## src/rtl/fp_round_pipe.sv

```systemverilog
// Two-stage IEEE-style rounding pipeline: stage 1 captures the operand and the
// increment decision, stage 2 applies it and renormalises. Optional flags: FP_ROUND_FLAGS_EN.
module fp_round_pipe #(
    parameter int EXP_W = 8,
    parameter int MAN_W = 23
) (
    input  logic                     clk_i,
    input  logic                     rst_ni,
    input  logic                     valid_i,
    output logic                     ready_o,
    input  logic                     sign_i,
    input  logic [EXP_W-1:0]         exp_i,
    input  logic [MAN_W:0]           man_i,
    input  logic [2:0]               grs_i,
    input  logic [2:0]               rmode_i,
    output logic                     valid_o,
    input  logic                     ready_i,
    output logic [EXP_W+MAN_W:0]     data_o,
    output logic [2:0]               flags_o
);

    localparam logic [EXP_W-1:0] EXP_ONES = {EXP_W{1'b1}};
    localparam logic [EXP_W-1:0] EXP_ONE  = {{(EXP_W-1){1'b0}}, 1'b1};
    localparam logic [EXP_W-1:0] EXP_ZERO = {EXP_W{1'b0}};

    function automatic logic round_inc(input logic [2:0] rm, input logic s,
                                       input logic [2:0] grs, input logic lsb);
        logic inc;
        case (rm)
            3'b000:  inc = grs[2] & (grs[1] | grs[0] | lsb);
            3'b001:  inc = 1'b0;
            3'b010:  inc = s & (|grs);
            3'b011:  inc = ~s & (|grs);
            3'b100:  inc = grs[2];
            default: inc = 1'b0;
        endcase
        return inc;
    endfunction

    logic                 s1_valid_q, s1_valid_d;
    logic                 s1_sign_q,  s1_sign_d;
    logic [EXP_W-1:0]     s1_exp_q,   s1_exp_d;
    logic [MAN_W:0]       s1_man_q,   s1_man_d;
    logic                 s1_inc_q,   s1_inc_d;
    logic                 s2_valid_q, s2_valid_d;
    logic [EXP_W+MAN_W:0] data_q,     data_d;
`ifdef FP_ROUND_FLAGS_EN
    logic                 s1_inv_q,   s1_inv_d;
    logic                 s1_inx_q,   s1_inx_d;
    logic [2:0]           flags_q,    flags_d;
`endif

    logic                 accept;
    logic                 s2_load;
    logic                 in_special;
    logic                 s1_special;
    logic [MAN_W+1:0]     sum;
    logic [EXP_W-1:0]     res_exp;
    logic [MAN_W-1:0]     res_frac;
    logic                 ovf;

    // Stage 1 frees exactly when stage 2 is empty or draining.
    assign s2_load    = s1_valid_q & (~s2_valid_q | ready_i);
    assign ready_o    = ~s1_valid_q | ~s2_valid_q | ready_i;
    assign accept     = valid_i & ready_o;
    assign in_special = (exp_i == EXP_ONES);
    assign s1_special = (s1_exp_q == EXP_ONES);

    // Stage 1: capture operand and the increment decision.
    always_comb begin
        s1_valid_d = s1_valid_q;
        s1_sign_d  = s1_sign_q;
        s1_exp_d   = s1_exp_q;
        s1_man_d   = s1_man_q;
        s1_inc_d   = s1_inc_q;
`ifdef FP_ROUND_FLAGS_EN
        s1_inv_d   = s1_inv_q;
        s1_inx_d   = s1_inx_q;
`endif
        if (accept) begin
            s1_valid_d = 1'b1;
            s1_sign_d  = sign_i;
            s1_exp_d   = exp_i;
            s1_man_d   = man_i;
            if (in_special) begin
                s1_inc_d = 1'b0;
`ifdef FP_ROUND_FLAGS_EN
                s1_inv_d = 1'b0;
                s1_inx_d = 1'b0;
`endif
            end else begin
                s1_inc_d = round_inc(rmode_i, sign_i, grs_i, man_i[0]);
`ifdef FP_ROUND_FLAGS_EN
                s1_inv_d = (rmode_i > 3'd4);
                s1_inx_d = |grs_i;
`endif
            end
        end else if (s2_load) begin
            s1_valid_d = 1'b0;
        end else begin
            s1_valid_d = s1_valid_q;
        end
    end

    // Stage 2 datapath: add the increment, renormalise, saturate to infinity.
    always_comb begin
        sum      = {1'b0, s1_man_q} + {{(MAN_W+1){1'b0}}, s1_inc_q};
        res_exp  = s1_exp_q;
        res_frac = sum[MAN_W-1:0];
        ovf      = 1'b0;
        if (s1_special) begin
            res_exp  = s1_exp_q;
            res_frac = s1_man_q[MAN_W-1:0];
        end else if (sum[MAN_W+1]) begin
            res_exp  = s1_exp_q + EXP_ONE;
            res_frac = {MAN_W{1'b0}};
        end else if ((s1_exp_q == EXP_ZERO) && sum[MAN_W]) begin
            res_exp  = EXP_ONE;
            res_frac = sum[MAN_W-1:0];
        end else begin
            res_exp  = s1_exp_q;
            res_frac = sum[MAN_W-1:0];
        end
        if (!s1_special && (res_exp == EXP_ONES)) begin
            ovf      = 1'b1;
            res_frac = {MAN_W{1'b0}};
        end else begin
            ovf      = 1'b0;
        end
    end

    // Stage 2 next-state: load on advance, hold while stalled.
    always_comb begin
        data_d = data_q;
`ifdef FP_ROUND_FLAGS_EN
        flags_d = flags_q;
`endif
        if (s2_load) begin
            s2_valid_d = 1'b1;
            data_d     = {s1_sign_q, res_exp, res_frac};
`ifdef FP_ROUND_FLAGS_EN
            flags_d    = {s1_inv_q, ovf, s1_inx_q | ovf};
`endif
        end else if (ready_i) begin
            s2_valid_d = 1'b0;
        end else begin
            s2_valid_d = s2_valid_q;
        end
    end

    // Pipeline registers.
    always_ff @(posedge clk_i or negedge rst_ni) begin
        if (!rst_ni) begin
            s1_valid_q <= 1'b0;
            s1_sign_q  <= 1'b0;
            s1_exp_q   <= {EXP_W{1'b0}};
            s1_man_q   <= {(MAN_W+1){1'b0}};
            s1_inc_q   <= 1'b0;
            s2_valid_q <= 1'b0;
            data_q     <= {(EXP_W+MAN_W+1){1'b0}};
`ifdef FP_ROUND_FLAGS_EN
            s1_inv_q   <= 1'b0;
            s1_inx_q   <= 1'b0;
            flags_q    <= 3'b000;
`endif
        end else begin
            s1_valid_q <= s1_valid_d;
            s1_sign_q  <= s1_sign_d;
            s1_exp_q   <= s1_exp_d;
            s1_man_q   <= s1_man_d;
            s1_inc_q   <= s1_inc_d;
            s2_valid_q <= s2_valid_d;
            data_q     <= data_d;
`ifdef FP_ROUND_FLAGS_EN
            s1_inv_q   <= s1_inv_d;
            s1_inx_q   <= s1_inx_d;
            flags_q    <= flags_d;
`endif
        end
    end

    assign valid_o = s2_valid_q;
    assign data_o  = data_q;
`ifdef FP_ROUND_FLAGS_EN
    assign flags_o = flags_q;
`else
    assign flags_o = 3'b000;
`endif

endmodule
```

## config.mk

```make
export PLATFORM = sky130hd
export DESIGN_NAME = fp_round_pipe
export DESIGN_NICKNAME = d
export VERILOG_FILES = /design/src/rtl/fp_round_pipe.sv
export SDC_FILE = /design/constraint.sdc
export NUM_CORES = 1
export LEC_CHECK = 0
export ABC_AREA = 1
export BUFFER_PORTS_ARGS = -buffer_cell sky130_fd_sc_hd__buf_4
export CAP_MARGIN = 20
export CELL_PAD_IN_SITES_DETAIL_PLACEMENT = 0
export CELL_PAD_IN_SITES_GLOBAL_PLACEMENT = 1
export CORE_MARGIN = 2
export CORE_UTILIZATION = 35
export DETAILED_ROUTE_END_ITERATION = 10
export PLACE_DENSITY_LB_ADDON = 0.15
export SLEW_MARGIN = 20
export SYNTH_ARGS = -nofsm -noshare
export SYNTH_HDL_FRONTEND = slang
export SYNTH_SLANG_ARGS = --single-unit
```

## constraint.sdc

```tcl
create_clock -name clk_i -period 2.3 [get_ports clk_i]
set_input_delay 0.575 -clock clk_i [delete_from_list [all_inputs] [get_ports clk_i]]
set_output_delay 0.575 -clock clk_i [all_outputs]
set_load 0.01 [all_outputs]
```

==> reports/metrics.yaml <==
final_layout:
  n_antenna_cell: 0
  final_util: 0.475
  area.growth.synth_to_final_pct: 31.6
  final_common_cell: "nand2_1"
  nFillCells: 1091
  drive_above_1_share: 0.245
  instances_no_fill: 749
  final_cell_mix: "nand2_1 (199), buf_4 (102), dfrtp_1 (68)"
  nets: 657
  final_area_um2: 4910
critical_path:
  reg2reg_setup_slack_ns: -0.001
  path_delay_family: "simple AND/OR/NAND/NOR gates"
  cp.arrival_ns: 2.54
  reg2regPathDepth: 14
  crit_top_cell: "nand2_1"
  slowest_delay_ns: 0.36
  cp-end-kind: "flip-flop"
  worst_path_max_delay_cell: "dfrtp_1"
  reg2reg_from: "s1_inc_q"
  critPathKind: "flip-flop to flip-flop"
  crit_chain: "ha_2 -> ha_4 -> nand3_4 -> nor3_4 -> nand2_4 -> nand2_1 -> nand2_2 -> nand2_1 -> nand2_1 -> nor2_2 -> nand4_4 -> buf_12 -> nand2_1 -> nand2_1"
  timing.rr.end: "data_o[6]"
  critPathBufInv: 1
  worstPathRequired_ns: 2.53
  start_kind: "flip-flop"
  crit_fanout: 12
clock_network:
  root_buffer: "clkbuf_8"
  htree_levels: 3
  worstSkewPairLatency_ns: 0.35
  cts_buffer_depth: 2
  ctsHoldBuffers: 0
  cts_sinks: 68
  path_clk_slew_ns: 0.07
  cts_inserted_buffers: 9
  cts_tree: "built"
global_routing:
  grt_pass1_wl_um: 16700
  antenna_found_initial: 0
  grt.total_usage: 0.186
  grt_pass1_vias: 3424
  gr-total-overflow: 0
  grt_max_degree: 38
logic_synthesis:
  synth_edf_count: 0
  yosysTopAreaCell: "dfrtp_1"
  synth_top_area_share: 0.456
  yosys_register_bits: 68
  netlist_area_um2: 3730
  synth-main-ff-cell: "dfrtp_1"
  synth_cell_types: 32
  avgSynthCellArea_um2: 7.33
  async_flop_share: 1.00
  ys_warn_count: 0
  netlist_instances: 509
  yosys-top-cells-area: "dfrtp_1 (46%), nand2_1 (20%), nor2_1 (4.7%)"
  synth-seq-area-share: 0.456
route:
  post_drt_wl_per_cell_um: 13.4
  drt_first_pass_iters: 4
  vias: 3442
  drt_wl_total_um: 10100
  ant_nets: 0
  drtIter0Drc: 124
  drc: 0
  vias_per_cell: 4.60
sta:
  maxSlewViolCount: 0
  maxClockFrequency_mhz: 435
  setup_ws_ns: -0.00117
  hold_viol_final: 0
  hold_slack_ns: 0.168
  post-route-min-period_ns: 2.30
  finalClockSkew_ns: 0.0141
  setup_viol: 1
  period_share: 1.00
  rsz0062_at_grt: "true"
die:
  die_w_um: 107
  initial_core_util: 0.361
  fp-row-count: 37
  die_y_um: 107
  die_area_um2: 11500
  core-area_um2: 10300
  io_pins: 80
power:
  peakVddDrop_mv: 0.446
  leakage_nw: 2.49
  power-per-cell-area_nw_per_um2: 697
placement:
  dp_slack_ns: 0.0174
  finalWeightedCongestion: 0.857
  dp_hpwl_um: 7380
  dpl_cell_area_um2: 4590
  port_buffers: 76
  dp_cells: 726
flow_run:
  cap_viol_max_count: 0
min_path:
  hp-class: "primary input to asynchronous set/reset pin"
run_status:
  status: "complete, but fails checks"
  failed_checks: "negative setup slack"
-- power by group --
group          switching (W)  internal [W]
Sequential          0.000154       0.00139
Combinational       0.000477      0.000402
Clock               0.000445      0.000547
Total                0.00108       0.00234
-- worst max-delay path by stage --
stage | startpoint | end | slack, ns | cells past startpoint
floorplan | s1_man_q[0] | data_o[6] | 0.29 | 14
global placement | s1_man_q[0] | data_o[6] | 0.12 | 14
detailed placement | s1_man_q[0] | data_o[6] | 0.02 | 14
CTS | s1_man_q[0] | data_o[6] | 0.01 | 14
global route | s1_inc_q | data_o[6] | -0.13 | 14
finish | s1_inc_q | data_o[6] | -0.001 | 14
-- final cells by class --
type | instances | area (um^2) | area share
Clock buffer | 12 | 155 | 0.0316
Clock inverter | 2 | 35.0 | 0.00714
Inverter | 41 | 154 | 0.0314
Tap cell | 136 | 170 | 0.0347
Timing Repair Buffer | 107 | 862 | 0.176
Multi-Input combinational cell | 383 | 1830 | 0.373
Sequential cell | 68 | 1700 | 0.347
-- sequential cells by signal (all words and copies together) (netlist names) --
name	cells
data_o	32
s1_man_q	24
s1_valid_q	1
s1_sign_q	1
s1_exp_q	8
valid_o	1
s1_inc_q	1
-- cells by family (layout without fill, tap and decap cells) --
family                   count (synthesis)  after routing  synth area share
AO/OA/AOI/OAI                           47             47            0.0661
XOR/XNOR                                14             14            0.0329
adder cells (fa/ha/maj)                  4              4            0.0134
buffers and inverters                   60            162            0.0674
flip-flops                              68             68             0.456
other                                    1              3           0.00101
AND/OR/NAND/NOR                        315            315             0.363
-- layer usage --
metal,share of wire,global-route usage,up-vias
li1,-,-,1806
met4,0.014,0.0640,0
met5,0,0,-
met2,0.45,0.286,65
met1,0.50,0.263,1558
met3,0.037,0.0310,13
-- repair_timing --
item                                    in CTS  in global routing
resized for setup                            0                 10
endpoints found under the setup margin       0                 23
setup buffers                                0                  7
-- worst register-to-register path: stages, from the launching register on --
cell and delay (ns):
dfrtp_1 0.36, ha_2 0.21, ha_4 0.15, nand3_4 0.09, nor3_4 0.29, nand2_4 0.12
nand2_1 0.10, nand2_2 0.08, nand2_1 0.06, nand2_1 0.06, nor2_2 0.15, nand4_4 0.18
buf_12 0.20, nand2_1 0.08, nand2_1 0.06
-- through the flow --
step / total power [W] / TNS (ns)
final: 0.00342 / -0.00117
after detailed placement: 0.00244 / 0
after floorplan: 0.00200 / 0
after global placement: 0.00243 / 0
after CTS: 0.00344 / 0
after global routing: 0.00366 / -2.25
-- synth_stat cells, types with 5 or more instances --
cell and number:
nor3_1 14, o21ai_0 29, nand2_1 202, nor2_2 7, a21oi_1 9, clkbuf_1 13
inv_1 40, nand4_1 5, a31oi_1 7, nand3_1 22, dfrtp_1 68, nor2_1 47
nand2_2 5, xor2_1 11
Note: power is estimated with default switching activity, not from simulation.
